**src/rtl/jam_cost_server.sv**
```systemverilog
// jam_cost_server
// Front-end for the job-assignment solver. Receives the 8x8 worker/job cost
// matrix as a row-major valid/ready stream, stores it, and answers the
// solver's (W,J) cost lookups combinationally. The solver is held in reset
// until all 64 costs are loaded, then its final MinCost/MatchCount is
// captured into a result register offered with a valid/ack handshake.
// A run that produces no result within TIMEOUT_CYCLES is closed with
// res_error=1.
//
// Ports:
//   CLK, RST                 clock, asynchronous active-high reset
//   in_valid/in_ready/in_data  cost stream, beat index = {w,j}, 0..63
//   W, J, Cost               solver lookup: Cost = mem[{W,J}] (no register)
//   jam_rst                  registered reset to the solver (1 = hold)
//   jam_valid, jam_min_cost, jam_match_count   solver result
//   res_valid, res_min_cost, res_match_count, res_error, res_ack  result
//   busy                     high whenever not idle
module jam_cost_server #(
  parameter int unsigned      CNT_W          = 20,
  parameter logic [CNT_W-1:0] TIMEOUT_CYCLES = 20'd1000000
) (
  input  logic        CLK,
  input  logic        RST,
  input  logic        in_valid,
  output logic        in_ready,
  input  logic [6:0]  in_data,
  input  logic [2:0]  W,
  input  logic [2:0]  J,
  output logic [6:0]  Cost,
  output logic        jam_rst,
  input  logic        jam_valid,
  input  logic [9:0]  jam_min_cost,
  input  logic [3:0]  jam_match_count,
  output logic        res_valid,
  output logic [9:0]  res_min_cost,
  output logic [3:0]  res_match_count,
  output logic        res_error,
  input  logic        res_ack,
  output logic        busy
);

  typedef enum logic [1:0] {
    IDLE = 2'd0,
    LOAD = 2'd1,
    RUN  = 2'd2,
    DONE = 2'd3
  } state_t;

  localparam logic [CNT_W-1:0] TIMEOUT_LAST = TIMEOUT_CYCLES - CNT_W'(1);
  // The solver's Valid is unreset; it is only trusted from this count on.
  localparam logic [CNT_W-1:0] VALID_GUARD  = CNT_W'(2);

  state_t           state_reg;
  logic [5:0]       beat_cnt_reg;
  logic [CNT_W-1:0] run_cnt_reg;
  logic             in_ready_reg;
  logic             jam_rst_reg;
  logic             res_valid_reg;
  logic [9:0]       res_min_cost_reg;
  logic [3:0]       res_match_count_reg;
  logic             res_error_reg;
  logic             busy_reg;

  logic [6:0] mem [0:63];
  logic       beat_accept;

  assign beat_accept = in_valid && in_ready_reg;

  // Cost storage has no reset; it is written only by accepted beats.
  always_ff @(posedge CLK) begin
    if (beat_accept) begin
      mem[beat_cnt_reg] <= in_data;
    end
  end

  // The solver samples Cost half a cycle after W/J move, so this read
  // must stay combinational.
  assign Cost = mem[{W, J}];

  always_ff @(posedge CLK or posedge RST) begin
    if (RST) begin
      state_reg           <= IDLE;
      beat_cnt_reg        <= 6'd0;
      run_cnt_reg         <= '0;
      in_ready_reg        <= 1'b1;
      jam_rst_reg         <= 1'b1;
      res_valid_reg       <= 1'b0;
      res_min_cost_reg    <= 10'd1023;
      res_match_count_reg <= 4'd0;
      res_error_reg       <= 1'b0;
      busy_reg            <= 1'b0;
    end else begin
      case (state_reg)
        IDLE: begin
          if (beat_accept) begin
            beat_cnt_reg <= beat_cnt_reg + 6'd1;
            state_reg    <= LOAD;
            busy_reg     <= 1'b1;
          end
        end

        LOAD: begin
          if (beat_accept) begin
            // Wraps to 0 on the last beat, ready for the next load.
            beat_cnt_reg <= beat_cnt_reg + 6'd1;
            if (beat_cnt_reg == 6'd63) begin
              state_reg    <= RUN;
              in_ready_reg <= 1'b0;
              jam_rst_reg  <= 1'b0;
              run_cnt_reg  <= '0;
            end
          end
        end

        RUN: begin
          run_cnt_reg <= run_cnt_reg + CNT_W'(1);
          // A valid capture takes priority over a coincident timeout.
          if (jam_valid && (run_cnt_reg >= VALID_GUARD)) begin
            res_min_cost_reg    <= jam_min_cost;
            res_match_count_reg <= jam_match_count;
            res_error_reg       <= 1'b0;
            res_valid_reg       <= 1'b1;
            state_reg           <= DONE;
          end else if (run_cnt_reg == TIMEOUT_LAST) begin
            res_min_cost_reg    <= 10'd1023;
            res_match_count_reg <= 4'd0;
            res_error_reg       <= 1'b1;
            res_valid_reg       <= 1'b1;
            state_reg           <= DONE;
          end
        end

        DONE: begin
          // jam_rst stays low so the solver keeps holding its result.
          if (res_ack) begin
            res_valid_reg <= 1'b0;
            jam_rst_reg   <= 1'b1;
            in_ready_reg  <= 1'b1;
            busy_reg      <= 1'b0;
            state_reg     <= IDLE;
          end
        end

        default: begin
          state_reg <= IDLE;
        end
      endcase
    end
  end

  assign in_ready        = in_ready_reg;
  assign jam_rst         = jam_rst_reg;
  assign res_valid       = res_valid_reg;
  assign res_min_cost    = res_min_cost_reg;
  assign res_match_count = res_match_count_reg;
  assign res_error       = res_error_reg;
  assign busy            = busy_reg;

endmodule

```
**config.mk**
```make
export PLATFORM = sky130hd
export DESIGN_NAME = jam_cost_server
export DESIGN_NICKNAME = d
export VERILOG_FILES = /design/src/rtl/jam_cost_server.sv
export SDC_FILE = /design/constraint.sdc
export NUM_CORES = 1
export LEC_CHECK = 0
export BUFFER_PORTS_ARGS = -buffer_cell sky130_fd_sc_hd__buf_2
export CAP_MARGIN = 20
export CELL_PAD_IN_SITES_DETAIL_PLACEMENT = 1
export CELL_PAD_IN_SITES_GLOBAL_PLACEMENT = 2
export CORE_ASPECT_RATIO = 0.7
export CORE_MARGIN = 2
export CORE_UTILIZATION = 30
export CTS_CLUSTER_SIZE = 20
export DETAILED_ROUTE_END_ITERATION = 6
export GPL_TIMING_DRIVEN = 0
export PLACE_DENSITY_LB_ADDON = 0.15
export RECOVER_POWER = 50
export SYNTH_ARGS = -nofsm -noshare
export SYNTH_HDL_FRONTEND = slang
export SYNTH_SLANG_ARGS = --single-unit
export TNS_END_PERCENT = 100
```
**constraint.sdc**
```tcl
create_clock -name CLK -period 2.9 [get_ports CLK]
set_input_delay 0.435 -clock CLK [delete_from_list [all_inputs] [get_ports CLK]]
set_output_delay 0.435 -clock CLK [all_outputs]
set_load 0.03 [all_outputs]
```
==> results <==
- From left edge to right edge, the die measures 310.9 microns.
- Measured along the y axis, the die boundary spans 218.8 microns.
- The remaining global-route overflow is 0.
- The checks that failed: max-capacitance violations, max-slew violations, negative setup slack.
- The maximum fanout along the worst path is 1.
- The startpoint type of the worst setup path is a flip-flop.
- The minimum setup slack among reg-to-reg paths is 0.18 ns.
- In the final design database the tool counted 1,206 nets.
- The share of total power dissipated in combinational logic is 5.0%.
- On the critical path, the stage with the largest delay is an instance of sky130_fd_sc_hd__mux4_1.
- The later-pin clock latency in the skew report is 0.62 ns.
- The mapped netlist covers 0.01977 sq mm.
- The number of search-and-repair iterations in the first detailed-routing pass is 5.
- The number of hold violations in the final report is 0.
- The core outline area is 0.06500 sq mm.
- The H-tree was split into 2 levels.
- The total nets after synthesis is 1,087.
- The number of warnings printed during yosys synthesis is 0.
- In this run the critical register-to-register path is captured at mem[28][1]$_DFFE_PP_.
- The number of antenna violations at the first check in global routing is 3.
- The power density normalized to cell area is 658.5 mW/mm^2.
- In the final layout, the share of cells above drive strength 1 is 30.30%.
- Dividing the final minimum period by the clock period gives 104.9%.
- The worst reg2reg path depth is 4.
- The average cell area after synthesis is 18.87 sq um.
- Clock tree synthesis inserted a total of 52 buffers.
- Once detail routing completed, the nets flagged for antenna violations numbered 0.
- The first global-routing pass estimated 79.90 mm of wire.
- The tightest slew margin relative to the limit is -26.43%.
- The number of setup buffers added after CTS is 0.
- The initial DRC count is 792.
- The delay of the slowest critical-path stage is 0.52 ns.
- Data on the critical path is required at its endpoint by 2.47 ns.
- On the critical path the largest part of the delay comes from multiplexers.
- The kind of capture point of the worst setup path is an output pin.
- The actual transition at the worst max-transition pin is 1.896 ns.
- The number of global-route vias before repair came to 10,870.
- The CTS sink count is 494.
- The number of top-level pins is 58.
- The internal power of the cells is 12,040 uW.
- The total vias in the final route is 10,290.
- The time the final worst path needs with I/O delays and setup is 3.043 ns.
- The starting utilization of the core area is 30.42%.
- The maximum resistive drop on vdd is 0.0005162 V.
- Setup violations remaining at the end of the flow were counted as 7.
- In the synthesized netlist the dominant register cell turns out to be sky130_fd_sc_hd__edfxtp_1.
- The flop and latch count out of synthesis is 494.
- The area used by sequential logic in the layout is 0.01462 sq mm.
- The count of cell instances traversed by the critical path is 5.
- After synthesis, the share of flip-flops with an asynchronous set or reset is 9.312%.
- Measured on the finished design, the core utilization comes to 35.94%.
- Sequential elements use 73.92% of the synthesized area.
- The layout has 6,472 filler cells.
- 0 antenna diodes ended up in the layout.
- The worst setup path startpoint is mem[53][3]$_DFFE_PP_.
- Walking the worst path, the cells encountered are mux4_1 -> mux2_2 -> a2111oi_4 -> o32ai_2 -> buf_2.
- For this run, design rule violations remaining after detail routing come to 0.
- The cell sitting at the root of the clock tree is a sky130_fd_sc_hd__clkbuf_16.
- In the final routed layout, each cell accounts on average for 26.19 microns.
- The count of pins over their slew limit came to 110.
- The category of the most critical setup path is flip-flop to output pin.
- The tool flagged a number of max-cap violations equal to 3.
- The TritonCTS clock tree is yes.
- Final hold analysis gives a worst-case slack of 0.06351 ns.
- The net switching power is 3344 uW.
- The share of power burned in registers is 50.5%.
- The portion of total power attributed to the clock network is 44.5%.
- The average via count per standard cell is 4.930.
- The number of I/O port buffers is 54.
- The congestion estimate from routability-driven global placement came to 0.7708.
- The non-filler instance count after layout is 2,088.
- The signed area change from the synthesized netlist to the final layout is 18.15%.
- The row count is 78.
- The run finished, with violations left.
- The arrival time of data at the critical path endpoint is 2.61 ns.
- In this run the static leakage power is 0.007477 uW.
- Together, buffers and inverters on the worst path number 1.
- The total chip power is 15,380 uW.
- The least setup slack across all paths after layout is -0.1429 ns.
- Timing analysis after detailed placement gives a worst setup slack of -0.8934 ns.
- The maximum clock frequency is 328.6 MHz.
- The destination of the critical timing path is Cost[3].
- The total routing resource utilization after global routing is 16.34%.
- Entering global routing, the biggest net connects 65 pins.
- The total die area is 0.06802 sq mm.
- The worst register-to-register path begins at jam_rst$_DFFE_PP1P_.
- The clock-pin slew reported for the worst setup and hold paths after clock tree synthesis is 0.06 ns.
- The number of synthesized flops with an enable pin is 448.
- The number of instances in the placed design is 1,990.
- Synthesis handed over a netlist of 1,048 instances.
- The register with the most flip-flops in the layout has 448 of them.
- Of the total power, the share spent switching nets is 21.74%.
- The multi-input gate area in the final layout is 0.005077 sq mm.
- Setup repair after global routing could not meet its margin everywhere.
- The number of different library cells in the post-synthesis netlist is 57.
- The worst min-delay path class is primary input to flip-flop.
- The maximum clock skew at final layout is 0.03129 ns.
- The final wirelength is 54.69 mm.
- The HPWL after detailed placement is 36.94 mm.
- The longest clock path from root to sink contains 3 buffers.
-- worst register-to-register path, cell delays in order (launching register included) --
cell and delay, ns:
sky130_fd_sc_hd__dfstp_2 0.59, sky130_fd_sc_hd__nand2_1 0.10, sky130_fd_sc_hd__nor2_1 0.30, sky130_fd_sc_hd__nand2_1 0.56
sky130_fd_sc_hd__nor2_1 0.81
-- how the worst min path moves through the flow --
stage	start	endpoint	slack (ns)	cells past startpoint
final	jam_min_cost[2]	res_min_cost[2]$_DFFE_PP1P_	0.06	2
after floorplan	run_cnt_reg[3]$_DFFE_PP0P_	run_cnt_reg[3]$_DFFE_PP0P_	0.49	1
after global routing	jam_min_cost[6]	res_min_cost[6]$_DFFE_PP1P_	0.04	2
after CTS	jam_min_cost[2]	res_min_cost[2]$_DFFE_PP1P_	0.02	2
after global placement	res_error$_DFFE_PP0P_	res_error$_DFFE_PP0P_	0.49	1
after detailed placement	res_error$_DFFE_PP0P_	res_error$_DFFE_PP0P_	0.49	1
-- area by class of cell --
class                           instances  area share, %
Clock inverter                         33          1.585
Multi-Input combinational cell        482          21.73
Buffer                                 56          1.762
Clock buffer                           62          5.822
Timing Repair Buffer                   65          1.558
Inverter                               16         0.2571
Sequential cell                       494          62.57
Tap cell                              880          4.713
-- power by group through the flow --
stage	sequential, uW	clock [uW]	combinational [uW]
floorplan	7910	0	359
global placement	7920	0	698
detailed placement	7910	0	728
CTS	7760	7040	802
global route	7760	7280	828
finish	7770	6840	775
-- synthesized netlist by cell type (all sizes together), types with 5 or more instances --
library cell | instances | area [sq um]
a211o | 7 | 61.31
nand3 | 17 | 95.09
xnor2 | 11 | 96.34
o22a | 10 | 87.58
clkbuf | 21 | 78.83
o22ai | 18 | 112.6
o21ai | 26 | 130.1
ha | 7 | 87.58
mux2i | 14 | 140.1
o32ai | 6 | 52.55
o31ai | 6 | 50.05
mux2 | 22 | 247.7
a2111oi | 6 | 53.80
nand4 | 10 | 62.56
and2 | 6 | 37.54
mux4 | 107 | 2421
nand2 | 40 | 150.1
buf | 35 | 230.2
dfrtp | 35 | 875.8
o31a | 7 | 61.31
a21oi | 6 | 41.29
nor2b | 8 | 50.05
nor4 | 6 | 37.54
nor2 | 94 | 352.8
edfxtp | 448 | 13450
dfstp | 11 | 289.0
o221ai | 7 | 61.31
nor3 | 5 | 25.02
inv | 16 | 60.06
-- through the flow --
step,TNS (ns),area [sq um]
5_1_grt,-2.562,23360
2_1_floorplan,0,19770
4_1_cts,-2.040,23380
3_5_place_dp,-6.565,21290
3_3_place_gp,-6.530,21150
6_report,-0.5863,23360
-- cells by family after synthesis --
group | count (synthesis) | synth area share [%]
flip-flops | 494 | 73.92
buffers and inverters | 72 | 1.867
AO/OA/AOI/OAI | 106 | 3.879
XOR/XNOR | 15 | 0.6644
adder cells (fa/ha/maj) | 7 | 0.4429
multiplexers | 143 | 14.21
AND/OR/NAND/NOR | 211 | 5.018
-- repair_timing --
| action | 4_1_cts | 5_1_grt |
|---|---|---|
| pin swaps | 6 | 3 |
| hold endpoints to repair | 19 | 0 |
| resized for setup | 102 | 25 |
| hold buffers | 1 | 0 |
| setup endpoints to repair | 57 | 85 |
-- metal layers --
metal	track usage, %	vias to the layer above	routed length [microns]
met5	0	-	0
met4	4.187	0	1062
met3	2.599	69	2701
met2	23.12	216	22850
met1	25.84	5516	28070
li1	-	4493	-
-- layout by cell type, fill, tap and decap left out, types with 17 or more instances in the layout --
master and n:
sky130_fd_sc_hd__edfxtp_1 448, sky130_fd_sc_hd__mux4_2 106, sky130_fd_sc_hd__nor2_1 78, sky130_fd_sc_hd__clkbuf_16 53, sky130_fd_sc_hd__buf_2 49, sky130_fd_sc_hd__nand2_1 40
sky130_fd_sc_hd__dfrtp_1 35, sky130_fd_sc_hd__clkbuf_1 27, sky130_fd_sc_hd__mux2_2 17
(Power assumes the default switching activity.)
